`src/rtl/qpsk_symbol_strobe.sv`:
```
// QPSK symbol timing: divides CIC output pulses into symbol periods, emits symbol and
// mid-symbol strobes, and slips phase by one CIC sample from an accumulated timing error.
module qpsk_symbol_strobe #(
    parameter int SPS       = 16,
    parameter int ERR_W     = 16,
    parameter int ACC_W     = 20,
    parameter int THRESH    = 4096,
    parameter int LOCK_SYMS = 32
) (
    input  logic                     clk,
    input  logic                     rst_n,
    input  logic                     enable,
    input  logic                     cic_40_pulse,
    input  logic [15:0]              cic_pulse_counter,
    input  logic                     err_valid,
    input  logic signed [ERR_W-1:0]  timing_err,
    output logic                     symbol_strobe,
    output logic                     mid_strobe,
    output logic [$clog2(SPS)-1:0]   sample_phase,
    output logic [15:0]              symbol_count,
    output logic [15:0]              pulse_stamp,
    output logic                     adj_early,
    output logic                     adj_late,
    output logic                     locked
);

    localparam int PW = $clog2(SPS);
    localparam int LW = $clog2(LOCK_SYMS + 1);

    localparam logic [PW-1:0] PH_LAST  = PW'(SPS - 1);
    localparam logic [PW-1:0] PH_MID   = PW'(SPS / 2 - 1);
    localparam logic [PW-1:0] PH_EARLY = PW'(2);
    localparam logic [LW-1:0] LOCK_MAX = LW'(LOCK_SYMS);

    localparam logic signed [ACC_W-1:0] ACC_MAX = {1'b0, {(ACC_W-1){1'b1}}};
    localparam logic signed [ACC_W-1:0] ACC_MIN = {1'b1, {(ACC_W-1){1'b0}}};
    localparam logic signed [ACC_W-1:0] POS_TH  = ACC_W'(THRESH);
    localparam logic signed [ACC_W-1:0] NEG_TH  = ACC_W'(-THRESH);

    logic                    en_q;
    logic                    adj_seen;
    logic [LW-1:0]           lock_cnt;
    logic signed [ACC_W-1:0] acc;

    logic                    run;
    logic                    hit_sym;
    logic                    hit_mid;
    logic                    do_late;
    logic                    do_early;
    logic signed [ACC_W-1:0] err_ext;
    logic [ACC_W:0]          acc_sum;
    logic signed [ACC_W-1:0] acc_nxt;
    logic [PW-1:0]           phase_nxt;

    // The first enabled edge only arms en_q, so a pulse coincident with enable rising is dropped.
    // NOTE: every variable gets a default at the top of always_comb so no path can infer a latch.
    always_comb begin
        run       = enable && en_q;
        hit_sym   = run && cic_40_pulse && (sample_phase == PH_LAST);
        hit_mid   = run && cic_40_pulse && (sample_phase == PH_MID);
        do_late   = run && cic_40_pulse && (sample_phase == '0) && (acc >= POS_TH);
        do_early  = run && cic_40_pulse && (sample_phase == '0) && (acc <= NEG_TH);
        err_ext   = ACC_W'(timing_err);
        acc_sum   = {acc[ACC_W-1], acc} + {err_ext[ACC_W-1], err_ext};
        acc_nxt   = acc;
        phase_nxt = sample_phase;

        if (do_late || do_early) begin
            acc_nxt = err_valid ? err_ext : '0;
        end else if (run && err_valid) begin
            if (acc_sum[ACC_W] != acc_sum[ACC_W-1]) begin
                acc_nxt = acc_sum[ACC_W] ? ACC_MIN : ACC_MAX;
            end else begin
                acc_nxt = acc_sum[ACC_W-1:0];
            end
        end

        if (do_late) begin
            phase_nxt = '0;
        end else if (do_early) begin
            phase_nxt = PH_EARLY;
        end else if (run && cic_40_pulse) begin
            phase_nxt = (sample_phase == PH_LAST) ? '0 : sample_phase + PW'(1);
        end
    end

    // NOTE: sequential state uses non-blocking assignments so every flop samples pre-edge values.
    always_ff @(posedge clk or negedge rst_n) begin
        if (!rst_n) begin
            en_q          <= 1'b0;
            adj_seen      <= 1'b0;
            lock_cnt      <= '0;
            acc           <= '0;
            sample_phase  <= '0;
            symbol_count  <= '0;
            pulse_stamp   <= '0;
            symbol_strobe <= 1'b0;
            mid_strobe    <= 1'b0;
            adj_early     <= 1'b0;
            adj_late      <= 1'b0;
        end else if (!enable) begin
            en_q          <= 1'b0;
            adj_seen      <= 1'b0;
            lock_cnt      <= '0;
            acc           <= '0;
            sample_phase  <= '0;
            symbol_count  <= '0;
            pulse_stamp   <= '0;
            symbol_strobe <= 1'b0;
            mid_strobe    <= 1'b0;
            adj_early     <= 1'b0;
            adj_late      <= 1'b0;
        end else begin
            en_q          <= 1'b1;
            symbol_strobe <= hit_sym;
            mid_strobe    <= hit_mid;
            adj_late      <= do_late;
            adj_early     <= do_early;
            acc           <= acc_nxt;
            sample_phase  <= phase_nxt;

            if (hit_sym) begin
                symbol_count <= symbol_count + 16'd1;
                pulse_stamp  <= cic_pulse_counter;
            end

            // adj_seen remembers an adjust inside the current symbol so its strobe does not count toward lock.
            if (do_late || do_early) begin
                lock_cnt <= '0;
                adj_seen <= 1'b1;
            end else if (hit_sym) begin
                adj_seen <= 1'b0;
                if (!adj_seen && lock_cnt != LOCK_MAX) begin
                    lock_cnt <= lock_cnt + LW'(1);
                end
            end
        end
    end

    assign locked = (lock_cnt == LOCK_MAX);

endmodule

```
`config.mk`:
```
export PLATFORM = sky130hd
export DESIGN_NAME = qpsk_symbol_strobe
export DESIGN_NICKNAME = d
export VERILOG_FILES = /design/src/rtl/qpsk_symbol_strobe.sv
export SDC_FILE = /design/constraint.sdc
export NUM_CORES = 1
export LEC_CHECK = 0
export CORE_MARGIN = 2
export CORE_UTILIZATION = 53
export DETAILED_ROUTE_END_ITERATION = 10
export PLACE_DENSITY_LB_ADDON = 0.25
export SETUP_SLACK_MARGIN = 0.4
export SKIP_CTS_REPAIR_TIMING = 1
export SKIP_LAST_GASP = 1
export SLEW_MARGIN = 20
export SYNTH_ARGS = -nofsm -noshare
export SYNTH_HDL_FRONTEND = slang
export SYNTH_SLANG_ARGS = --single-unit
```
`constraint.sdc`:
```
create_clock -name clk -period 2.95 [get_ports clk]
set_input_delay 0.4425 -clock clk [delete_from_list [all_inputs] [get_ports clk]]
set_output_delay 0.4425 -clock clk [all_outputs]
set_load 0.01 [all_outputs]
```
# Word-level counts from Yosys, hierarchy flattened
# Cells that the tools add are included.
# word_totals
register_bits,68
in_bits,37
output_inout_bits,41
wordCells,67
# op_classes
addsub,4
n_lt_le_gt_ge,2
eq_ne,10
n_mux,27
n_reduce_logical,13
# ops
cell,count
20-bit 2-to-1 mux,6
16-bit 2-to-1 mux,4
6-bit 2-to-1 mux,4
20-bit by 16-bit adder with 21-bit output,1
20-bit by 14-bit greater-or-equal comparator with 1-bit output (second input constant),1
20-bit by 13-bit <= comparator with 1-bit output (second input constant),1
4-bit 2-to-1 mux,5
16-bit by 1-bit adder with 16-bit output (second input constant),1
1-bit logical AND,9
3-bit by 1-bit != test with 1-bit output (second input constant),3
1-bit 2-to-1 mux,8
6-bit by 1-bit adder with 6-bit output (second input constant),1
6-bit == test (second input constant),1
6-bit != test (second input constant),1
4-bit by 1-bit adder with 4-bit output (second input constant),1
4-bit by 3-bit == test with 1-bit output (second input constant),1
4-bit == test (second input constant),1
4-bit logical NOT,1
4-bit by 1-bit != test with 1-bit output (second input constant),1
2-bit by 1-bit != test with 1-bit output (second input constant),1
2-bit AND reduction,1
1-bit logical NOT,1
1-bit logical OR,1
1-bit != test,1

# Longest topological paths before layout
# Gate-level depths: netlist of the first run.
# logic_depth
depth_word,7
depth_mapped,11
ltp_nobuf,10

# Worst setup path after synthesis of the first run
# OpenSTA, ideal clock, no wires.
# synth_timing
path_type,input to register
from,input port timing_err[0]
to,register acc[5]
t_arrival_ns,2.583
required_time_ns,2.824
setup_slack_ns,0.241
stages,11
n_path_buf,1
cell_sequence,ha_1 -> fa_1 -> a21o_1 -> a31oi_1 -> nor2_1 -> o211ai_1 -> nand2_1 -> xnor2_1 -> buf_2 -> a21oi_1 -> a221o_1
# synth_between
elab_chain_cells,6
# synth_lines
item,line,rtl
start: declaration,16,"input logic signed [ERR_W-1:0] timing_err,"
20-bit by 16-bit adder with 21-bit output (*),64,"acc_sum = {acc[ACC_W-1], acc} + {err_ext[ACC_W-1], err_ext};"
20-bit 2-to-1 mux or 1-bit != test (tied branches),"72, 71",
20-bit 2-to-1 mux (*),71,if (acc_sum[ACC_W] != acc_sum[ACC_W-1]) begin
20-bit 2-to-1 mux (*),70,end else if (run && err_valid) begin
20-bit 2-to-1 mux (*),68,if (do_late || do_early) begin
20-bit 2-to-1 mux (*),101,end else if (!enable) begin
end signal: assignment,119,acc <= acc_nxt;
end: declaration,43,logic signed [ACC_W-1:0] acc;
# Mark *: on every way between the ends. The rest lies on a longest branch, timed or not. The select of a mux whose other input is x is not followed.
# A chain may end at the register's enable or synchronous reset.

# Final worst setup path of the first run
# layout_timing
from,input port timing_err[9]
to,register acc[4]
# Same word-level chain as after synthesis.

==> results of run 1 <==
==> cell type report <==
type                            count  area (um^2)
Inverter                           13         48.8
Sequential cell                    68         1700
Timing Repair Buffer              163         1470
Multi-Input combinational cell    360         2570
Tap cell                          102          128
Clock buffer                        9          124
Clock inverter                      6          138
Fill cell                         498         1510
==> Yosys cell counts, drive strengths merged, types with 3 or more instances <==
| cell type | count | area [um^2] |
|---|---|---|
| xor2 | 14 | 123 |
| nor2 | 24 | 97.6 |
| clkbuf | 14 | 52.6 |
| o2111ai | 3 | 26.3 |
| buf | 5 | 28.8 |
| and2 | 14 | 87.6 |
| a21o | 9 | 67.6 |
| nor3 | 11 | 60.1 |
| dfrtp | 68 | 1700 |
| nand3 | 27 | 135 |
| nand4 | 11 | 68.8 |
| ha | 25 | 313 |
| a221o | 13 | 130 |
| a21oi | 42 | 210 |
| inv | 13 | 48.8 |
| and3 | 4 | 25.0 |
| o21bai | 3 | 22.5 |
| a21boi | 9 | 67.6 |
| nor4 | 6 | 37.5 |
| o211ai | 4 | 35.0 |
| nor2b | 9 | 56.3 |
| o21ai | 22 | 114 |
| nand2 | 58 | 220 |
| xnor2 | 19 | 166 |
| or3 | 4 | 25.0 |
==> critical path, cell delays in order <==
cell	delay, ns
clkdlybuf4s50_1	0.54
ha_4	0.24
and3_1	0.18
a311o_1	0.38
o211ai_1	0.26
nand3_1	0.20
o211ai_4	0.28
clkbuf_16	0.20
a21oi_1	0.05
a221o_1	0.27
==> registers in the layout, indices dropped and copies added, names as in the netlist <==
| signal | flops |
|---|---|
| adj_seen | 1 |
| acc | 20 |
| sample_phase | 4 |
| lock_cnt | 6 |
| mid_strobe | 1 |
| en_q | 1 |
| pulse_stamp | 16 |
| symbol_count | 16 |
| adj_late | 1 |
| adj_early | 1 |
| symbol_strobe | 1 |
==> power groups by stage <==
stage,clock network (mW),registers (mW),logic [mW]
finish,1.01,1.05,1.11
floorplan,0,1.04,0.548
detailed placement,0,1.06,0.974
CTS,1.02,1.04,0.981
global placement,0,1.06,0.947
global route,1.06,1.05,1.20
==> kinds of logic after synthesis <==
logic type	Yosys count	synth area share
buffers and inverters	32	0.0311
AO/OA/AOI/OAI	120	0.192
XOR/XNOR	33	0.0691
multiplexers	4	0.0102
AND/OR/NAND/NOR	177	0.211
flip-flops	68	0.407
adder cells (fa/ha/maj)	26	0.0796
==> path summary, 6_finish.rpt <==
kind	slack (ns)	from	end
max	0.14	timing_err[9]	acc[4]
min	0.28	rst_n	symbol_count[8]
max reg2reg	0.16	acc[0]	acc[4]
min reg2reg	0.51	pulse_stamp[6]	pulse_stamp[6]
max in group asynchronous	2.08	rst_n	pulse_stamp[15]
min in group clk	0.46	timing_err[10]	acc[10]
==> per-layer routing <==
| layer | track usage | routed length [um] |
|---|---|---|
| met1 | 0.339 | 5090 |
| met2 | 0.452 | 6330 |
| met3 | 0.0423 | 613 |
| met4 | 0.0748 | 242 |
| met5 | 0 | 0 |
==> layout by cell type (no fill, tap or decap), drive strengths merged, types with 2 or more instances in the layout <==
cell	netlist	layout
nand4	11	11
xnor2	19	19
o2111ai	3	3
ha	25	25
o211ai	4	4
and2	14	14
dlymetal6s2s	0	6
dfrtp	68	68
clkinv	0	2
mux2i	2	2
mux2	2	2
a221o	13	13
a22oi	2	2
buf	5	86
nor2	24	24
nor3	11	11
nand3	27	27
clkdlybuf4s50	0	70
bufinv	0	4
or2	2	2
inv	13	13
a21o	9	9
nand2b	2	2
or3	4	4
nor3b	2	2
a21boi	9	9
nor4	6	6
nor2b	9	9
a31oi	2	2
xor2	14	14
o21bai	3	3
o21ai	22	22
a21oi	42	42
clkbuf	14	10
and3	4	4
nand2	58	58
==> metrics by stage <==
step	utilization	std cells	power (mW)	TNS [ns]	worst slack [ns]
2_1_floorplan	-	460	1.59	0	0.401
3_3_place_gp	0.738	699	2.00	-3.31	-0.213
3_5_place_dp	0.738	699	2.03	-4.69	-0.283
4_1_cts	0.772	714	3.05	0	0.0764
5_1_grt	0.803	721	3.32	0	0.0552
6_report	0.803	721	3.17	0	0.139
==> impl_metrics.json, run 1 <==
{
  "place_area_um2": 5670,
  "stdcell_area_um2": 6180,
  "setup.worst_path.start_class": "input pin",
  "setup_viol": 0,
  "synth_top_flop_cell": "dfrtp_1",
  "fin_crit_ns": 2.81,
  "viasPerCell": 5.84,
  "place_hpwl_mm": 8.11,
  "rows": 32,
  "cts_buffers": 9,
  "power.net_switching_uw": 980,
  "cts_htree_levels": 3,
  "grt_use_total": 0.262,
  "p_int_mw": 2.19,
  "ys_types": 55,
  "drt.antenna.violating_nets": 0,
  "grt_antenna_before_repair": 0,
  "syn_inst": 460,
  "core_region_area_um2": 7690,
  "area_growth_pct": 47.7,
  "clock_skew_ns": 0.0130,
  "wl_per_cell_um": 17.0,
  "p_seq_frac": 0.331,
  "power.density_nw_per_um2": 513,
  "ys_seq_elements": 68,
  "drive_gt1_frac": 0.231,
  "io_pins": 78,
  "rsz0062_at_grt": "true",
  "status": "complete, no violations",
  "required_ns": 3.18,
  "grt_pass1_vias": 3956,
  "fp.dieH_um": 92.8,
  "critPathKind": "in -> reg",
  "port_buffers": 77,
  "hold_viol_final": 0,
  "cp-end-kind": "flop",
  "chipWidth_um": 92.8,
  "synth_seq_area_share": 0.407,
  "async_reset_ff_frac": 1.00,
  "gp_congestion": 0.950,
  "hp-class": "in -> async",
  "maxCapViolCount": 0,
  "syn_area_um2": 4180,
  "synth_edf_count": 0,
  "fmax_ghz": 0.356,
  "clock_latency_ns": 0.34,
  "postSynthNetCount": 523,
  "drt-total-wl_mm": 12.3,
  "power.leakage_nw": 2.90,
  "switching_share": 0.309,
  "vias": 4208,
  "arrival_ns": 3.04,
  "drt-initial-drc-count": 201,
  "whs_ns": 0.281,
  "clkTransAtPathRegs_ns": 0.08,
  "drv_slew": 0,
  "cts_root_buffer": "clkbuf_8",
  "p_comb_frac": 0.349,
  "slew_headroom": 0.427,
  "grt_overflow": 0,
  "die-area_um2": 8620,
  "grt_first_pass_wirelength_mm": 18.2,
  "cts_tree": "done",
  "grt_max_degree": 69,
  "start_util": 0.544,
  "r2r_cells": 11,
  "drt_pass1_iterations": 5,
  "clockBufferDepth": 2,
  "cp_max_fo": 6,
  "fin_nets": 678,
  "route.detailed.drc": 0,
  "cts.sinks": 68,
  "syn_avg_cell_area_um2": 9.09,
  "final.period_utilization": 0.953,
  "worstMarginPinSlew_ns": 0.860,
  "clock_power_share": 0.320,
  "yosysWarnings": 0,
  "ir_drop_uv": 294,
  "antenna_cells": 0
}
Power figures use the tool's default switching activity.
==> run 2: changes to the inputs <==
--- a/config.mk
+++ b/config.mk
@@ -5,7 +5,7 @@
 export SDC_FILE = /design/constraint.sdc
 export NUM_CORES = 1
 export LEC_CHECK = 0
-export CORE_MARGIN = 2
+export CORE_MARGIN = 10
 export CORE_UTILIZATION = 53
 export DETAILED_ROUTE_END_ITERATION = 10
 export PLACE_DENSITY_LB_ADDON = 0.25
==> run 2 against run 1 <==
Compared with the run above: first-iteration DRC count rose by 26%; sequential cell count did not move; routed wire length rose by 2.7%; register-to-register slack improved by 0.05 ns; critical endpoint is now acc[9]; largest power group unchanged.
==> impl_metrics.json, run 2 (synthesis gave the netlist of run 1 again) <==
{
  "status": "complete, no violations",
  "grt_pass1_vias": 4051,
  "arrival_ns": 3.02,
  "globalRouteMet1Util": 0.245,
  "drv_slew": 0,
  "antenna_cells": 0,
  "fin_ws_ns": 0.166,
  "required_ns": 3.19,
  "cp_max_fo": 13,
  "drive_gt1_frac": 0.218,
  "vias": 4163,
  "place_ws_ns": -0.281,
  "ir_drop_uv": 312,
  "grt_first_pass_wirelength_mm": 19.4,
  "clkTransAtPathRegs_ns": 0.08,
  "route.detailed.drc": 0,
  "r2r_setup_slack_ns": 0.21,
  "port_buffers": 77,
  "place_hpwl_mm": 9.24,
  "power.density_nw_per_um2": 507,
  "die-area_um2": 11800,
  "power.leakage_nw": 2.81,
  "cp-end-kind": "flop",
  "top_regs": "acc: 20 flops, pulse_stamp: 16 flops, symbol_count: 16 flops",
  "clockBufferDepth": 2,
  "finish.utilization": 0.788,
  "top_usage_layer": "met2",
  "grt_antenna_before_repair": 0,
  "drt_pass1_iterations": 5,
  "fp.dieH_um": 109,
  "setup.worst_path.start_class": "input pin",
  "viasPerCell": 5.81,
  "reg2reg_from": "acc[0]",
  "fmax_ghz": 0.359,
  "cts.sinks": 68,
  "fin_nets": 672,
  "final.period_utilization": 0.944,
  "cts_htree_levels": 3,
  "place_area_um2": 5650,
  "cts_buffers": 9,
  "fin_crit_ns": 2.78,
  "clock_skew_ns": 0.00933,
  "grt_use_total": 0.204,
  "top_register": "acc",
  "cts_tree": "done",
  "grtUsageMet3": 0.0389,
  "rsz0062_at_grt": "true",
  "drt-initial-drc-count": 253,
  "drt.antenna.violating_nets": 0,
  "critPathKind": "in -> reg",
  "finalPower_mw": 3.07,
  "hp-class": "in -> async",
  "stdcell_area_um2": 6060,
  "io_pins": 78,
  "worstMarginPinSlew_ns": 0.598,
  "maxCapViolCount": 0,
  "final_cell_mix": "buf_4 (76), clkdlybuf4s50_1 (73), dfrtp_1 (68)",
  "grt_max_degree": 42,
  "clock_latency_ns": 0.36,
  "wl_per_cell_um": 17.6,
  "cts_root_buffer": "clkbuf_8",
  "chipWidth_um": 109,
  "rows": 32,
  "grt_overflow": 0,
  "core_region_area_um2": 7690,
  "r2r-end": "acc[2]",
  "slew_headroom": 0.601,
  "r2r_cells": 11,
  "setup_viol": 0,
  "hold_viol_final": 0,
  "layout_commonest_cell": "buf_4",
  "area_growth_pct": 44.8,
  "drt-total-wl_mm": 12.6,
  "largest_reg_flops": 20,
  "grt_use_met2": 0.353,
  "start_util": 0.544,
  "gp_congestion": 0.961
}
-- run 2: power breakdown --
part / switching (mW) / internal, mW
Sequential: 0.0657 / 0.983
Combinational: 0.526 / 0.543
Clock: 0.370 / 0.584
Total: 0.962 / 2.11
-- run 2: layer usage --
| metal | share of wire | wire, um |
|---|---|---|
| met5 | 0 | 0 |
| met4 | 0.014 | 177 |
| met3 | 0.062 | 784 |
| met2 | 0.50 | 6360 |
| met1 | 0.42 | 5280 |
-- run 2: worst max path at each step --
stage	startpoint	endpoint	depth (start not counted)	slack [ns]
finish	timing_err[3]	acc[9]	12	0.17
global placement	timing_err[4]	acc[10]	11	-0.18
floorplan	timing_err[8]	acc[5]	11	0.40
CTS	timing_err[4]	acc[9]	11	0.05
detailed placement	timing_err[0]	acc[2]	12	-0.28
global route	timing_err[6]	acc[9]	12	0.04
-- run 2: layout make-up --
class	count	area [um^2]
Multi-Input combinational cell	360	2530
Tap cell	102	128
Timing Repair Buffer	157	1400
Sequential cell	68	1700
Inverter	13	48.8
Clock inverter	6	111
Clock buffer	10	138
Fill cell	518	1630
-- run 2: worst max-delay path: stages --
cell	delay, ns
clkdlybuf4s50_1	0.53
ha_2	0.32
a21o_1	0.21
a21oi_2	0.20
a21oi_2	0.10
o21ai_2	0.19
o211ai_1	0.15
buf_4	0.20
xnor2_4	0.18
buf_12	0.17
a21oi_1	0.07
a221o_1	0.27
-- run 2: stage by stage --
| step | std cells | TNS [ns] | hold WS (ns) |
|---|---|---|---|
| floorplan | 460 | 0 | 0.147 |
| detailed placement | 698 | -4.57 | 0.480 |
| CTS | 714 | 0 | 0.0962 |
| finish | 716 | 0 | 0.0849 |
| global placement | 698 | -2.75 | 0.483 |
| global route | 716 | 0 | 0.104 |
